`config.mk`:
```
export PLATFORM = sky130hd
export DESIGN_NAME = regfile_writeback_port_flat
export DESIGN_NICKNAME = d
export VERILOG_FILES = /design/src/rtl/regfile_writeback_port_if.sv /design/src/rtl/regfile_writeback_port.sv /design/src/flat_wrapper.sv
export SDC_FILE = /design/constraint.sdc
export NUM_CORES = 1
export LEC_CHECK = 0
export ABC_CLOCK_PERIOD_IN_PS = 5000
export CAP_MARGIN = 20
export CORE_ASPECT_RATIO = 1.75
export CORE_MARGIN = 1.5
export CORE_UTILIZATION = 58
export CTS_BUF_LIST = sky130_fd_sc_hd__clkbuf_2
export CTS_CLUSTER_DIAMETER = 30
export DETAILED_ROUTE_END_ITERATION = 10
export GPL_TIMING_DRIVEN = 0
export PLACE_DENSITY = 0.95
export SETUP_SLACK_MARGIN = 0.02
export SLEW_MARGIN = 20
export SYNTH_ARGS = -nofsm -noshare
export SYNTH_HDL_FRONTEND = slang
export SYNTH_SLANG_ARGS = --single-unit
```
`constraint.sdc`:
```
create_clock -name Clk -period 5 [get_ports Clk]
set_input_delay 1 -clock Clk [delete_from_list [all_inputs] [get_ports Clk]]
set_output_delay 1 -clock Clk [all_outputs]
set_load 0.02 [all_outputs]
```
`src/rtl/regfile_writeback_port_if.sv`:
```
// Bundle between the write-back port and its neighbours.
// master: MEM/WB, mul/div unit and ID-stage side; slave: write-back port.
interface regfile_writeback_port_if #(
  parameter int DATA_W     = 32,
  parameter int ADDR_W     = 5,
  parameter int FIFO_DEPTH = 2
);
  localparam int CNT_W = $clog2(FIFO_DEPTH + 1);

  logic              PipeWrite;
  logic [ADDR_W-1:0] PipeReg;
  logic [DATA_W-1:0] PipeData;

  logic              MdValid;
  logic [ADDR_W-1:0] MdReg;
  logic [DATA_W-1:0] MdData;
  logic              MdReady;

  logic              MdIssue;
  logic [ADDR_W-1:0] MdIssueReg;

  logic [ADDR_W-1:0] RdCheck1;
  logic [ADDR_W-1:0] RdCheck2;
  logic              Busy1;
  logic              Busy2;

  logic              RegWrite;
  logic [ADDR_W-1:0] WriteRegister;
  logic [DATA_W-1:0] WriteData;
  logic [CNT_W-1:0]  FifoCount;

  modport master (
    output PipeWrite, PipeReg, PipeData,
    output MdValid, MdReg, MdData,
    input  MdReady,
    output MdIssue, MdIssueReg,
    output RdCheck1, RdCheck2,
    input  Busy1, Busy2,
    input  RegWrite, WriteRegister, WriteData,
    input  FifoCount
  );

  modport slave (
    input  PipeWrite, PipeReg, PipeData,
    input  MdValid, MdReg, MdData,
    output MdReady,
    input  MdIssue, MdIssueReg,
    input  RdCheck1, RdCheck2,
    output Busy1, Busy2,
    output RegWrite, WriteRegister, WriteData,
    output FifoCount
  );
endinterface

```
`src/rtl/regfile_writeback_port.sv`:
```
// Sole writer of the register file: merges MEM/WB and mul/div results.
// Ports: Clk, Reset (sync, high), bus (slave) with pipe/md/scoreboard/rf.
module regfile_writeback_port #(
  parameter int DATA_W     = 32,
  parameter int ADDR_W     = 5,
  parameter int FIFO_DEPTH = 2
) (
  input logic Clk,
  input logic Reset,
  regfile_writeback_port_if.slave bus
);
  localparam int CNT_W = $clog2(FIFO_DEPTH + 1);
  localparam int PTR_W = (FIFO_DEPTH > 1) ? $clog2(FIFO_DEPTH) : 1;
  localparam int NREG  = 1 << ADDR_W;

  typedef struct packed {
    logic [ADDR_W-1:0] rd;
    logic [DATA_W-1:0] data;
  } md_ent_t;

  md_ent_t           r_fifo [FIFO_DEPTH];
  logic [PTR_W-1:0]  r_rd_ptr;
  logic [PTR_W-1:0]  r_wr_ptr;
  logic [CNT_W-1:0]  r_count;

  logic [NREG-1:0]   r_busy;
  logic              r_clr_vld;
  logic [ADDR_W-1:0] r_clr_reg;

  logic              r_we;
  logic [ADDR_W-1:0] r_wreg;
  logic [DATA_W-1:0] r_wdata;

  logic              w_ready;
  logic              w_md_live;
  logic              w_empty;
  logic              w_pipe_req;
  logic              w_sel_pipe;
  logic              w_sel_fifo;
  logic              w_sel_byp;
  logic              w_enq;
  logic              w_deq;
  md_ent_t           w_head;
  md_ent_t           w_in;
  logic [ADDR_W-1:0] w_nxt_reg;
  logic [DATA_W-1:0] w_nxt_data;
  logic [CNT_W-1:0]  w_nxt_count;
  logic [NREG-1:0]   w_busy_nxt;

  function automatic logic [PTR_W-1:0] f_inc(
    input logic [PTR_W-1:0] p
  );
    return (p == PTR_W'(FIFO_DEPTH - 1)) ? '0 : p + 1'b1;
  endfunction

  assign w_ready    = !Reset && (r_count < CNT_W'(FIFO_DEPTH));
  // Results to r0 finish the handshake but never reach the FIFO.
  assign w_md_live  = bus.MdValid && w_ready && (bus.MdReg != '0);
  assign w_empty    = (r_count == '0);
  assign w_pipe_req = bus.PipeWrite && (bus.PipeReg != '0);

  assign w_sel_pipe = w_pipe_req;
  assign w_sel_fifo = !w_pipe_req && !w_empty;
  assign w_sel_byp  = !w_pipe_req && w_empty && w_md_live;

  assign w_enq  = w_md_live && !w_sel_byp;
  assign w_deq  = w_sel_fifo;
  assign w_head = r_fifo[r_rd_ptr];
  assign w_in   = '{rd: bus.MdReg, data: bus.MdData};

  always_comb begin
    w_nxt_reg  = r_wreg;
    w_nxt_data = r_wdata;
    unique case (1'b1)
      w_sel_pipe: begin
        w_nxt_reg  = bus.PipeReg;
        w_nxt_data = bus.PipeData;
      end
      w_sel_fifo: begin
        w_nxt_reg  = w_head.rd;
        w_nxt_data = w_head.data;
      end
      w_sel_byp: begin
        w_nxt_reg  = bus.MdReg;
        w_nxt_data = bus.MdData;
      end
      default: ;
    endcase
  end

  always_comb begin
    w_nxt_count = r_count;
    unique case ({w_enq, w_deq})
      2'b10:   w_nxt_count = r_count + 1'b1;
      2'b01:   w_nxt_count = r_count - 1'b1;
      default: ;
    endcase
  end

  // Clear lands at the edge the file commits; a new issue overrides it.
  always_comb begin
    w_busy_nxt = r_busy;
    if (r_clr_vld)
      w_busy_nxt[r_clr_reg] = 1'b0;
    if (bus.MdIssue && (bus.MdIssueReg != '0))
      w_busy_nxt[bus.MdIssueReg] = 1'b1;
  end

  always_ff @(posedge Clk) begin
    if (w_enq)
      r_fifo[r_wr_ptr] <= w_in;
  end

  always_ff @(posedge Clk) begin
    if (Reset) begin
      r_we      <= 1'b0;
      r_wreg    <= '0;
      r_wdata   <= '0;
      r_rd_ptr  <= '0;
      r_wr_ptr  <= '0;
      r_count   <= '0;
      r_busy    <= '0;
      r_clr_vld <= 1'b0;
      r_clr_reg <= '0;
    end else begin
      r_we      <= w_sel_pipe | w_sel_fifo | w_sel_byp;
      r_wreg    <= w_nxt_reg;
      r_wdata   <= w_nxt_data;
      r_count   <= w_nxt_count;
      r_busy    <= w_busy_nxt;
      r_clr_vld <= w_sel_fifo | w_sel_byp;
      r_clr_reg <= w_nxt_reg;
      if (w_enq)
        r_wr_ptr <= f_inc(r_wr_ptr);
      if (w_deq)
        r_rd_ptr <= f_inc(r_rd_ptr);
    end
  end

  assign bus.MdReady       = w_ready;
  assign bus.Busy1         = r_busy[bus.RdCheck1];
  assign bus.Busy2         = r_busy[bus.RdCheck2];
  assign bus.RegWrite      = r_we;
  assign bus.WriteRegister = r_wreg;
  assign bus.WriteData     = r_wdata;
  assign bus.FifoCount     = r_count;
endmodule
```
`src/flat_wrapper.sv`:
```
// flat-port wrapper written by rule: the top's interface ports become plain ports
module regfile_writeback_port_flat 
#(
  parameter int DATA_W     = 32,
  parameter int ADDR_W     = 5,
  parameter int FIFO_DEPTH = 2
)
  (Clk, Reset, bus_PipeWrite, bus_PipeReg, bus_PipeData, bus_MdValid, bus_MdReg, bus_MdData, bus_MdReady, bus_MdIssue, bus_MdIssueReg, bus_RdCheck1, bus_RdCheck2, bus_Busy1, bus_Busy2, bus_RegWrite, bus_WriteRegister, bus_WriteData, bus_FifoCount);
  regfile_writeback_port_if #(.DATA_W(DATA_W), .ADDR_W(ADDR_W), .FIFO_DEPTH(FIFO_DEPTH)) bus_i ();
  input logic Clk;
  input logic Reset;
  input wire logic [$bits(bus_i.PipeWrite)-1:0] bus_PipeWrite;
  input wire logic [$bits(bus_i.PipeReg)-1:0] bus_PipeReg;
  input wire logic [$bits(bus_i.PipeData)-1:0] bus_PipeData;
  input wire logic [$bits(bus_i.MdValid)-1:0] bus_MdValid;
  input wire logic [$bits(bus_i.MdReg)-1:0] bus_MdReg;
  input wire logic [$bits(bus_i.MdData)-1:0] bus_MdData;
  output wire logic [$bits(bus_i.MdReady)-1:0] bus_MdReady;
  input wire logic [$bits(bus_i.MdIssue)-1:0] bus_MdIssue;
  input wire logic [$bits(bus_i.MdIssueReg)-1:0] bus_MdIssueReg;
  input wire logic [$bits(bus_i.RdCheck1)-1:0] bus_RdCheck1;
  input wire logic [$bits(bus_i.RdCheck2)-1:0] bus_RdCheck2;
  output wire logic [$bits(bus_i.Busy1)-1:0] bus_Busy1;
  output wire logic [$bits(bus_i.Busy2)-1:0] bus_Busy2;
  output wire logic [$bits(bus_i.RegWrite)-1:0] bus_RegWrite;
  output wire logic [$bits(bus_i.WriteRegister)-1:0] bus_WriteRegister;
  output wire logic [$bits(bus_i.WriteData)-1:0] bus_WriteData;
  output wire logic [$bits(bus_i.FifoCount)-1:0] bus_FifoCount;
  assign bus_i.PipeWrite = bus_PipeWrite;
  assign bus_i.PipeReg = bus_PipeReg;
  assign bus_i.PipeData = bus_PipeData;
  assign bus_i.MdValid = bus_MdValid;
  assign bus_i.MdReg = bus_MdReg;
  assign bus_i.MdData = bus_MdData;
  assign bus_MdReady = bus_i.MdReady;
  assign bus_i.MdIssue = bus_MdIssue;
  assign bus_i.MdIssueReg = bus_MdIssueReg;
  assign bus_i.RdCheck1 = bus_RdCheck1;
  assign bus_i.RdCheck2 = bus_RdCheck2;
  assign bus_Busy1 = bus_i.Busy1;
  assign bus_Busy2 = bus_i.Busy2;
  assign bus_RegWrite = bus_i.RegWrite;
  assign bus_WriteRegister = bus_i.WriteRegister;
  assign bus_WriteData = bus_i.WriteData;
  assign bus_FifoCount = bus_i.FifoCount;
  regfile_writeback_port #(.DATA_W(DATA_W), .ADDR_W(ADDR_W), .FIFO_DEPTH(FIFO_DEPTH)) u_core (.Clk(Clk), .Reset(Reset), .bus(bus_i));
endmodule
```
Word level (Yosys, flattened, before mapping)
Memories as Yosys holds them, arrays and structs flattened. A register that Yosys moved wholly into a read port is not among the register bits. Cells that the tools add are included.

Output and inout bits: 43. Bits in writable memories: 74. Register bits after elaboration: 75. Memories kept: 1.

Memory list: u_core.r_fifo (depth 2, width 37, read ports 1, clocked after memory_dff 1, write ports 1, line regfile_writeback_port.sv:21) `md_ent_t r_fifo [FIFO_DEPTH];`.

Mux-type cells: 19. Reduce and logical (&&, ||, !) cells: 21. $add $sub $neg: 4. Bitwise operators: 6. Order comparisons: 7. Eq/ne operators: 2.

Operator list (count): $pmux 32 s3 (1); $mux 32 (2); $and 32x32->32 (1); $not 32->32 (1); $or 32x32->32 (1); $lt 5x6->1 const B (4); $pmux 5 s3 (1); $reduce_bool 5->1 (3); $logic_and 1x1->1 (11); $bmux 1 s5 (2); $demux 1 s5 (2); $ge 5x1->1 const B (2); $mux 1 (10); $logic_not 1->1 (4); $pmux 2 s2 (1); $or 1x1->1 (3); $reduce_bool 3->1 (1); $add 1x1->1 const B (2); $add 2x1->2 const B (1); $eq 2x1->1 const B (1); $eq 2x2->1 const B (1); $logic_not 2->1 (1); $lt 2x2->1 const B (1); $reduce_bool 2->1 (1); $sub 2x1->2 const B (1).

Depth between registers and ports, before layout
Word-level depth: 9. Mapped depth: 9.

Least setup slack after synthesis
Ideal clock, no wire load.

Kind: in2reg. Start: input bus_PipeReg[3]. End: memory u_core.r_fifo[1][0] (netlist name), enable pin. Stages: 5. Buffers on the path: 1. Data arrival time: 3.306 ns. Data required time: 4.569 ns. Setup slack: 1.263 ns. Cells stage by stage: or3_4 > o31a_1 > clkbuf_1 > o21ai_0 > nor2_1.

Word-level cells in the longest chain between the ends: 9.

RTL lines: start, declared (line flat_wrapper.sv:13) `input wire logic [$bits(bus_i.PipeReg)-1:0] bus_PipeReg;`; $reduce_bool 5->1 (line regfile_writeback_port.sv:60) `assign w_pipe_req = bus.PipeWrite && (bus.PipeReg != '0);`; $logic_and 1x1->1 (line regfile_writeback_port.sv:60); $logic_not 1->1 (line regfile_writeback_port.sv:64) `assign w_sel_byp = !w_pipe_req && w_empty && w_md_live;`; $logic_and 1x1->1 (2 in series) (line regfile_writeback_port.sv:64); $logic_not 1->1 (line regfile_writeback_port.sv:66) `assign w_enq = w_md_live && !w_sel_byp;`; $logic_and 1x1->1 (line regfile_writeback_port.sv:66); $mux 1 (line regfile_writeback_port.sv:110) `if (w_enq)`; $mux 1 (implied by the code) (line regfile_writeback_port.sv:111) `r_fifo[r_wr_ptr] <= w_in;`; end, declared (line regfile_writeback_port.sv:21).

No other way between the ends.

Worst setup path after layout
Start: input bus_RdCheck2[1]. End: output bus_Busy2.

Word-level cells in the longest chain between the ends: 2.

RTL lines: start, declared (line flat_wrapper.sv:22) `input wire logic [$bits(bus_i.RdCheck2)-1:0] bus_RdCheck2;`; $bmux 1 s5 (line regfile_writeback_port.sv:142) `assign bus.Busy2 = r_busy[bus.RdCheck2];`; $mux 1 (implied by the code) (line regfile_writeback_port.sv:142); end, declared (line flat_wrapper.sv:24) `output wire logic [$bits(bus_i.Busy2)-1:0] bus_Busy2;`.

No other way between the ends. The select of a mux whose other input is x is not followed.

==> results_dict.tcl <==
set metrics [dict create \
    period_minus_slack_ns 4.093 \
    port_buffers 131 \
    cts_made_buffers 17 \
    antenna_found_initial 1 \
    hold_slack_ns 0.4797 \
    drive_above_1_share_pct 16.04 \
    clock_sinks 150 \
    final_cell_area_um2 8855 \
    worstPathArrival_ns 3.09 \
    syn_area_um2 7041 \
    crit_fanout 8 \
    drv_cap 0 \
    fin_ws_ns 0.9065 \
    firstDrtPassIters 5 \
    r2r_setup_slack_ns 2.17 \
    synthAdderAreaFrac_pct 0.1777 \
    critPathLaunchType "primary input" \
    grt_overflow_total 0 \
    clk_pin_slew_ns 0.19 \
    routed_wl_mm 19.51 \
    dr_total_vias 5827 \
    htree_levels 4 \
    slew_violations 0 \
    synth_fp_nets 703 \
    synth.area.mux_share_pct 11.30 \
    regMostFlops "u_core.r_fifo" \
    ys_seq_elements 150 \
    post_cts_buffers 0 \
    die_w_um 86.29 \
    cts_tree "done" \
    hp-class "register to register" \
    synth_edf_count 74 \
    grt_pass1_wl_mm 30.38 \
    synthSimpleGateAreaFrac_pct 8.566 \
    hold_buffers 0 \
    fin_worst_skew_ns 0.02518 \
    start_util_pct 58.98 \
    crit_required_ns 4.00 \
    power_uw 3380 \
    wl_per_cell_um 21.42 \
    worstSetupPathType "primary input to primary output" \
    cts_resized 0 \
    m1WireLength_mm 6.434 \
    async_reset_ff_share_pct 0 \
    drcViolationCount 0 \
    routed-wl-met2_mm 10.84 \
    end_kind "primary output" \
    largest_register_ffs 74 \
    syn_to_final_growth_pct 25.77 \
    synthFlopType "dfxtp_1" \
    place_ws_ns 0.8822 \
    grt_usage_pct 31.28 \
    routed.top_layer "met4" \
    grt_start_max_net_pins 25 \
    dieArea_um2 12830 \
    yosys.area_share.xor_xnor_pct 0.2488 \
    grt_pass1_vias 6067 \
    nets 855 \
    leakage_uw 0.002938 \
    die_height_um 148.8 \
    setup_violations 0 \
    ys_types 46 \
    hold_viol 0 \
    cpPeakStageDelay_ns 0.55 \
    path_delay_family "buffers and inverters" \
    path_cells "buf_2, mux4_2, nor2b_1, a2111oi_0, nor4_1, clkdlybuf4s50_1" \
    clk_path_buf_depth 2 \
    cts_root_buf "clkbuf_2" \
    cp_slowest_cell "mux4_2" \
    dpl_cell_area_um2 8586 \
    synth.avg_cell_area_um2 11.58 \
    synth_top_family_by_area "compound AO/OA/AOI/OAI gates" \
    synthCells 608 \
    ys_warn_count 0 \
    num_rows 53 \
    clkLatencyLatePin_ns 0.71 \
    synth_compound_area_share_pct 20.45 \
    wl_met3_mm 1.357 \
    min_period_over_period_pct 81.87 \
    worst_pin_slew_ns 0.8537 \
    gp_congestion 0.9390 \
    rsz0062_at_grt "false" \
    detail-route-antenna-nets 0 \
    dp_hpwl_mm 14.40 \
    vias_per_cell 6.396 \
    fmax_ghz 0.2443 \
    vdd_ir_drop_max_v 0.0002613 \
    fp.coreArea_um2 11940 \
    outcome "completed" \
    final_util_pct 74.18 \
    p_per_area_nw_per_um2 381.7 \
    synth_seq_area_share_pct 53.17 \
    drt_iter0_drc 448 \
    ios 137 \
    relSlewSlack_pct 43.09 \
    timing.critical_path.buf_inv 2 \
]
==> stage by stage <==
step	std cells	setup TNS [ns]
global route	911	0
floorplan	608	0
detailed placement	878	0
global placement	876	-9.617
CTS	910	0
finish	911	0
==> worst min-delay path, cell delays in order, from the launching register on <==
cell and delay [ns]:
dfxtp_1 0.35, inv_1 0.06, a221oi_2 0.05
==> area by class of cell <==
cell class / instances / area [µm²]
diodes: 1 / 2.502
flip-flops and latches: 150 / 3744
clock inverters: 11 / 156.4
well taps: 137 / 171.4
repair buffers: 133 / 1366
multi-input cells: 378 / 2882
plain buffers: 41 / 281.5
inverters: 39 / 146.4
clock buffers: 21 / 105.1
fillers: 782 / 3082
==> cells in the mapped netlist, drive strengths merged (2+ instances only) <==
master / n / area, µm²
o31a: 2 / 17.52
a21oi: 35 / 175.2
nand2: 74 / 277.8
clkbuf: 16 / 66.31
o31ai: 2 / 28.78
dfxtp: 76 / 1521
mux2: 4 / 45.04
inv: 39 / 146.4
a2111oi: 2 / 17.52
edfxtp: 74 / 2222
and3: 4 / 25.02
buf: 23 / 197.7
nand3: 10 / 50.05
nor3b: 10 / 86.33
nor2: 12 / 45.04
mux2i: 39 / 390.4
o22ai: 2 / 18.77
nor3: 3 / 20.02
o211ai: 37 / 277.8
or4: 2 / 16.27
a221oi: 37 / 518.0
mux4: 16 / 360.4
or3: 5 / 42.54
nor4: 2 / 12.51
o21ai: 72 / 360.3
dlygate4sd1: 2 / 17.52
nor2b: 2 / 12.51
==> worst paths after layout <==
check / startpoint / endpoint / cells past startpoint
setup / recovery: bus_RdCheck2[1] / bus_Busy2 / 6
hold / removal: u_core.bus.WriteData[18] / u_core.bus.WriteData[18] / 2
setup reg to reg: u_core.bus.FifoCount[1] / u_core.bus.FifoCount[1] / 8
hold reg to reg: u_core.bus.WriteData[18] / u_core.bus.WriteData[18] / 2
==> where the power goes <==
| part | switching, µW | leakage (µW) | internal [µW] |
|---|---|---|---|
| clock network | 414 | 0.000168 | 332 |
| logic | 659 | 0.00147 | 492 |
| registers | 75.3 | 0.00130 | 1410 |
| total | 1150 | 0.00294 | 2230 |
==> cells by family after synthesis <==
kind of cell,after synthesis
xor+xnor,2
compound gates,190
fa+ha+maj,1
mux,59
buf+inv,80
flops,150
simple gates,126
==> layer usage <==
metal	vias up	GRT usage [%]
met5	-	0
met1	2815	31.96
met2	328	58.27
met4	0	17.10
li1	2608	-
met3	76	6.253
==> layout by cell type, fill, tap and decap left out, types with 8 or more instances in the layout <==
cell type,Yosys,routed
a221oi_2,31,31
dfxtp_1,76,76
nand3_1,10,10
o21ai_0,70,70
clkbuf_1,11,11
a21oi_1,35,35
nand2_1,74,74
mux2i_1,39,39
mux4_2,16,16
nor2_1,12,11
edfxtp_1,74,74
clkbuf_2,5,26
o211ai_1,37,37
nor3b_1,9,8
clkdlybuf4s50_1,0,131
inv_1,39,38
buf_2,11,11
No activity file was read; power rests on OpenSTA's default activity.
